[src/rtl/turnike_giris.sv]
// rtl/turnike_giris.sv - debounced two-button turnstile gate controller with pass counters
// Entry/exit buttons are synchronized and debounced; each accepted press opens the gate for a fixed window.
module turnike_giris #(
    parameter int DEBOUNCE_CYCLES = 1_000_000,
    parameter int OPEN_CYCLES     = 100_000_000,
    parameter int CNT_W           = 16
) (
    input  logic             clk,
    input  logic             rst_n,
    input  logic             btn1,
    input  logic             btn2,
    output logic             pass_in,
    output logic             pass_out,
    output logic             gate_busy,
    output logic [1:0]       dir,
    output logic [CNT_W-1:0] in_count,
    output logic [CNT_W-1:0] out_count,
    output logic [CNT_W-1:0] occupancy
);

    localparam int DW = (DEBOUNCE_CYCLES > 1) ? $clog2(DEBOUNCE_CYCLES + 1) : 1;
    localparam int TW = (OPEN_CYCLES > 1) ? $clog2(OPEN_CYCLES) : 1;
    localparam logic [DW-1:0]    DB_LAST = DW'(DEBOUNCE_CYCLES - 1);
    localparam logic [TW-1:0]    T_LOAD  = TW'(OPEN_CYCLES - 1);
    localparam logic [CNT_W-1:0] CNT_MAX = '1;

    typedef enum logic [1:0] {
        IDLE     = 2'd0,
        OPEN_IN  = 2'd1,
        OPEN_OUT = 2'd2,
        WAIT_REL = 2'd3
    } state_t;

    // Index 0 is the entry button, index 1 the exit button.
    logic [1:0]    raw;
    logic [1:0]    meta_q;
    logic [1:0]    sync_q;
    logic [1:0]    db_q;
    logic [1:0]    db_prev_q;
    logic [1:0]    press;
    logic [DW-1:0] stab_q [2];

    assign raw   = {btn2, btn1};
    assign press = db_prev_q & ~db_q;

    always_ff @(posedge clk or negedge rst_n) begin
        if (!rst_n) begin
            meta_q    <= 2'b11;
            sync_q    <= 2'b11;
            db_q      <= 2'b11;
            db_prev_q <= 2'b11;
            stab_q[0] <= '0;
            stab_q[1] <= '0;
        end else begin
            meta_q    <= raw;
            sync_q    <= meta_q;
            db_prev_q <= db_q;
            for (int i = 0; i < 2; i++) begin
                if (sync_q[i] != db_q[i]) begin
                    if (stab_q[i] == DB_LAST) begin
                        db_q[i]   <= sync_q[i];
                        stab_q[i] <= '0;
                    end else begin
                        stab_q[i] <= stab_q[i] + DW'(1);
                    end
                end else begin
                    stab_q[i] <= '0;
                end
            end
        end
    end

    state_t           state_q, state_d;
    logic [TW-1:0]    timer_q, timer_d;
    logic             pass_in_q, pass_in_d;
    logic             pass_out_q, pass_out_d;
    logic             busy_q, busy_d;
    logic [1:0]       dir_q, dir_d;
    logic [CNT_W-1:0] in_q, in_d;
    logic [CNT_W-1:0] out_q, out_d;
    logic [CNT_W-1:0] occ_q, occ_d;

    always_comb begin
        state_d    = state_q;
        timer_d    = timer_q;
        pass_in_d  = 1'b0;
        pass_out_d = 1'b0;
        in_d       = in_q;
        out_d      = out_q;
        occ_d      = occ_q;
        case (state_q)
            IDLE: begin
                // Entry wins a same-cycle tie; the exit event is simply dropped.
                if (press[0]) begin
                    state_d   = OPEN_IN;
                    timer_d   = T_LOAD;
                    pass_in_d = 1'b1;
                    if (in_q != CNT_MAX)  in_d  = in_q + CNT_W'(1);
                    if (occ_q != CNT_MAX) occ_d = occ_q + CNT_W'(1);
                end else if (press[1]) begin
                    state_d    = OPEN_OUT;
                    timer_d    = T_LOAD;
                    pass_out_d = 1'b1;
                    if (out_q != CNT_MAX) out_d = out_q + CNT_W'(1);
                    if (occ_q != '0)      occ_d = occ_q - CNT_W'(1);
                end
            end
            OPEN_IN, OPEN_OUT: begin
                if (timer_q == '0) state_d = WAIT_REL;
                else               timer_d = timer_q - TW'(1);
            end
            WAIT_REL: begin
                if (&db_q) state_d = IDLE;
            end
            default: state_d = IDLE;
        endcase

        busy_d = (state_d != IDLE);
        case (state_d)
            OPEN_IN:  dir_d = 2'b01;
            OPEN_OUT: dir_d = 2'b10;
            default:  dir_d = 2'b00;
        endcase
    end

    always_ff @(posedge clk or negedge rst_n) begin
        if (!rst_n) begin
            state_q    <= IDLE;
            timer_q    <= '0;
            pass_in_q  <= 1'b0;
            pass_out_q <= 1'b0;
            busy_q     <= 1'b0;
            dir_q      <= 2'b00;
            in_q       <= '0;
            out_q      <= '0;
            occ_q      <= '0;
        end else begin
            state_q    <= state_d;
            timer_q    <= timer_d;
            pass_in_q  <= pass_in_d;
            pass_out_q <= pass_out_d;
            busy_q     <= busy_d;
            dir_q      <= dir_d;
            in_q       <= in_d;
            out_q      <= out_d;
            occ_q      <= occ_d;
        end
    end

    assign pass_in   = pass_in_q;
    assign pass_out  = pass_out_q;
    assign gate_busy = busy_q;
    assign dir       = dir_q;
    assign in_count  = in_q;
    assign out_count = out_q;
    assign occupancy = occ_q;

endmodule

[config.mk]
export PLATFORM = sky130hd
export DESIGN_NAME = turnike_giris
export DESIGN_NICKNAME = d
export VERILOG_FILES = /design/src/rtl/turnike_giris.sv
export SDC_FILE = /design/constraint.sdc
export NUM_CORES = 1
export LEC_CHECK = 0
export BUFFER_PORTS_ARGS = -buffer_cell sky130_fd_sc_hd__clkbuf_2
export CORE_ASPECT_RATIO = 2
export CORE_UTILIZATION = 40
export DETAILED_ROUTE_END_ITERATION = 8
export PLACE_DENSITY = 0.55
export SLEW_MARGIN = 40
export SYNTH_ARGS = -nofsm -noshare
export SYNTH_HDL_FRONTEND = slang
export SYNTH_SLANG_ARGS = --single-unit
[constraint.sdc]
create_clock -name clk -period 8.3 [get_ports clk]
set_input_delay 0 -clock clk [delete_from_list [all_inputs] [get_ports clk]]
set_output_delay 0 -clock clk [all_outputs]
set_load 0.005 [all_outputs]
==> impl_metrics.yaml <==
global_route:
  grt_max_degree: 69
  grt_overflow_total: 0
  grt_pass1_vias: 5309
  grtUsageTotal_pct: 18.92
  antenna_found_initial: 0
  grt_pass1_wl_um: 25600
floorplan:
  core_area_um2: 16270
  die_h_um: 184.0
  row_count: 66
  die-area_um2: 17120
  die_w_um: 93.02
  io-pin-count: 57
  initial_core_util_pct: 40.74
power:
  sequentialPowerShare_pct: 43.4
  clockPowerShare_pct: 55.1
  p_sw_w: 0.0003181
  powerDensity_nw_per_um2: 188.8
  internal_power_w: 0.001158
  leakage_nw: 3.815
  combinationalPowerShare_pct: 1.5
  switching_share_pct: 21.55
  peakVddDrop_mv: 0.1520
synth:
  syn_area_per_cell_um2: 9.936
  synth-main-ff-cell: "dfrtp_1"
  ys_types: 58
  ys_seq_elements: 130
  synth_area_um2: 6628
  async_flop_share_pct: 100.0
  syn_nets: 695
  synth_edf_count: 0
  synthCells: 667
  synth-seq-area-share_pct: 49.24
  yosys_warnings: 0
routing:
  ant_nets: 0
  first_pass_iters: 4
  first_iter_violations: 238
  wl_per_cell_um: 15.81
  drc_errors: 0
  wl_um: 15030
  vias_per_cell: 5.437
  vias: 5171
final_layout:
  mostFrequentLayoutCell: "dfrtp_1"
  drive_gt1_share_pct: 16.73
  area_growth_pct: 18.01
  finalNetCount: 762
  design_area_um2: 7821
  layout_common_cells: "122 x dfrtp_1, 89 x nor2_1, 63 x nand2_1, 55 x clkbuf_2, 52 x xnor2_1"
  num_antenna_cells: 0
sta:
  maxSlewHeadroom_pct: 54.59
  setup_tns_ps: 0
  hold_violations: 0
  finalCritPeriodShare_pct: 38.69
  timing.fmax_mhz: 311.4
  clock_skew_ps: 9.715
  whs_ps: 137.2
  worst_slack_ps: 5089
  setup_violations: 0
  maxSlewViolCount: 0
  grt_setup_unrepaired: "no"
  tightest_slew_ps: 675.9
  post-route-min-period_ps: 3211
setup_path:
  cp-end-kind: "register"
  critPathLaunchType: "register"
  critPathRequiredTime_ps: 8600
  worstSetupPathType: "register to register"
  crit_arrival_ps: 3510
  cp_max_fo: 20
cts:
  cts.sink_count: 130
  h-tree-depth: 4
  clk_latency_ps: 420
  clockBufferDepth: 2
  clkTransAtPathRegs_ps: 70
  post_cts_buffers: 0
  hold_buffers: 3
  numCtsBuffers: 17
  clock-root-buffer: "clkbuf_16"
  cts-resized-gates: 0
  cts_tree: "built"
flow_run:
  maxCapViolCount: 0
placed_design:
  post-place-ws_ps: 4560
  io_buffers: 56
  placed_area_um2: 7133
  gp_congestion: 0.8405
  hpwl_um: 10750
hold_path:
  hold_path_class: "primary input to async pin"
status:
  status: "complete, no violations"
## routing by layer
metal,GRT usage (%),routed length [um]
met5,0,0
met1,21.00,5872
met4,9.415,427
met2,34.09,8435
met3,3.309,298
## logic make-up after synthesis
family	count (synthesis)	share of synthesized area (%)
buf+inv	30	1.888
flops	130	49.24
xor+xnor	91	12.03
mux	8	1.340
fa+ha+maj	24	4.644
compound gates	88	8.533
simple gates	296	22.33
## path summary, 6_finish.rpt
check / startpoint / to / slack, ps / cells past startpoint
setup / recovery: db_q[0]$_DFFE_PN1P_ / occupancy[11]$_DFFE_PN0P_ / 5090 / 9
hold / removal: rst_n / occupancy[10]$_DFFE_PN0P_ / 140 / 2
setup reg to reg: db_q[0]$_DFFE_PN1P_ / occupancy[11]$_DFFE_PN0P_ / 5090 / 9
hold reg to reg: meta_q[0]$_DFF_PN1_ / sync_q[0]$_DFF_PN1_ / 360 / 0
max in group asynchronous: rst_n / stab_q[20]$_DFF_PN0_ / 7140 / 3
min in group clk: btn2 / meta_q[1]$_DFF_PN1_ / 210 / 2
## registers in the layout (all words and copies together) (netlist names), 16 cells and up
register	flops
stab_q	40
timer_q	27
in_count	16
occupancy	16
out_count	16
## power by group through the flow
stage / sequential (W) / clock (W) / combinational, W
final: 0.000641 / 0.000813 / 0.0000227
after global routing: 0.000641 / 0.000860 / 0.0000271
after CTS: 0.000641 / 0.000832 / 0.0000241
after detailed placement: 0.000652 / 0 / 0.0000228
after global placement: 0.000652 / 0 / 0.0000219
after floorplan: 0.000652 / 0 / 0.00000704
## synth_stat cells (all sizes together), types with 3 or more instances
cell	instances	area share [%]
dfrtp	122	46
nor2	89	5.0
nand2	63	3.6
xnor2	52	6.9
xor2	39	5.2
nand3	38	2.9
a21oi	25	1.9
ha	23	4.3
o21ai	20	1.5
nor3	17	1.4
inv	16	0.91
nand4	16	1.5
nor4	16	2.0
and3	15	1.4
dfstp	8	3.2
or3	8	0.77
buf	7	0.57
clkbuf	7	0.42
mux2	7	1.2
nand2b	7	0.66
o31ai	7	0.79
or4	7	0.81
a31oi	6	0.66
a21o	5	0.57
a211o	4	0.53
and4	4	0.53
a211oi	3	0.34
nor2b	3	0.28
o22ai	3	0.28
o41ai	3	0.40
or2	3	0.28
## per-stage QoR
step | std cells | total power (W) | utilization (%)
floorplan | 667 | 0.0006587 | -
global placement | 916 | 0.0006739 | 43.82
detailed placement | 916 | 0.0006749 | 43.85
CTS | 951 | 0.001496 | 47.96
global route | 951 | 0.001528 | 48.08
finish | 951 | 0.001477 | 48.08
## critical path, stage by stage (launching register included)
cell and delay (ps):
dfstp_2 570, nand2b_2 410, ha_1 380, a21o_1 220, a21oi_1 140, o21ai_0 190
a311oi_2 570, o31ai_1 180, xor2_1 160, mux2_2 270
## area by class of cell
type / instances / area [um^2]
Sequential cell: 130 / 3263
Tap cell: 204 / 255.2
Clock buffer: 18 / 439.2
Timing Repair Buffer: 62 / 342.8
Clock inverter: 14 / 200.2
Multi-Input combinational cell: 507 / 3261
Fill cell: 1542 / 8447
Inverter: 16 / 60.06
Power figures use the tool's default switching activity.
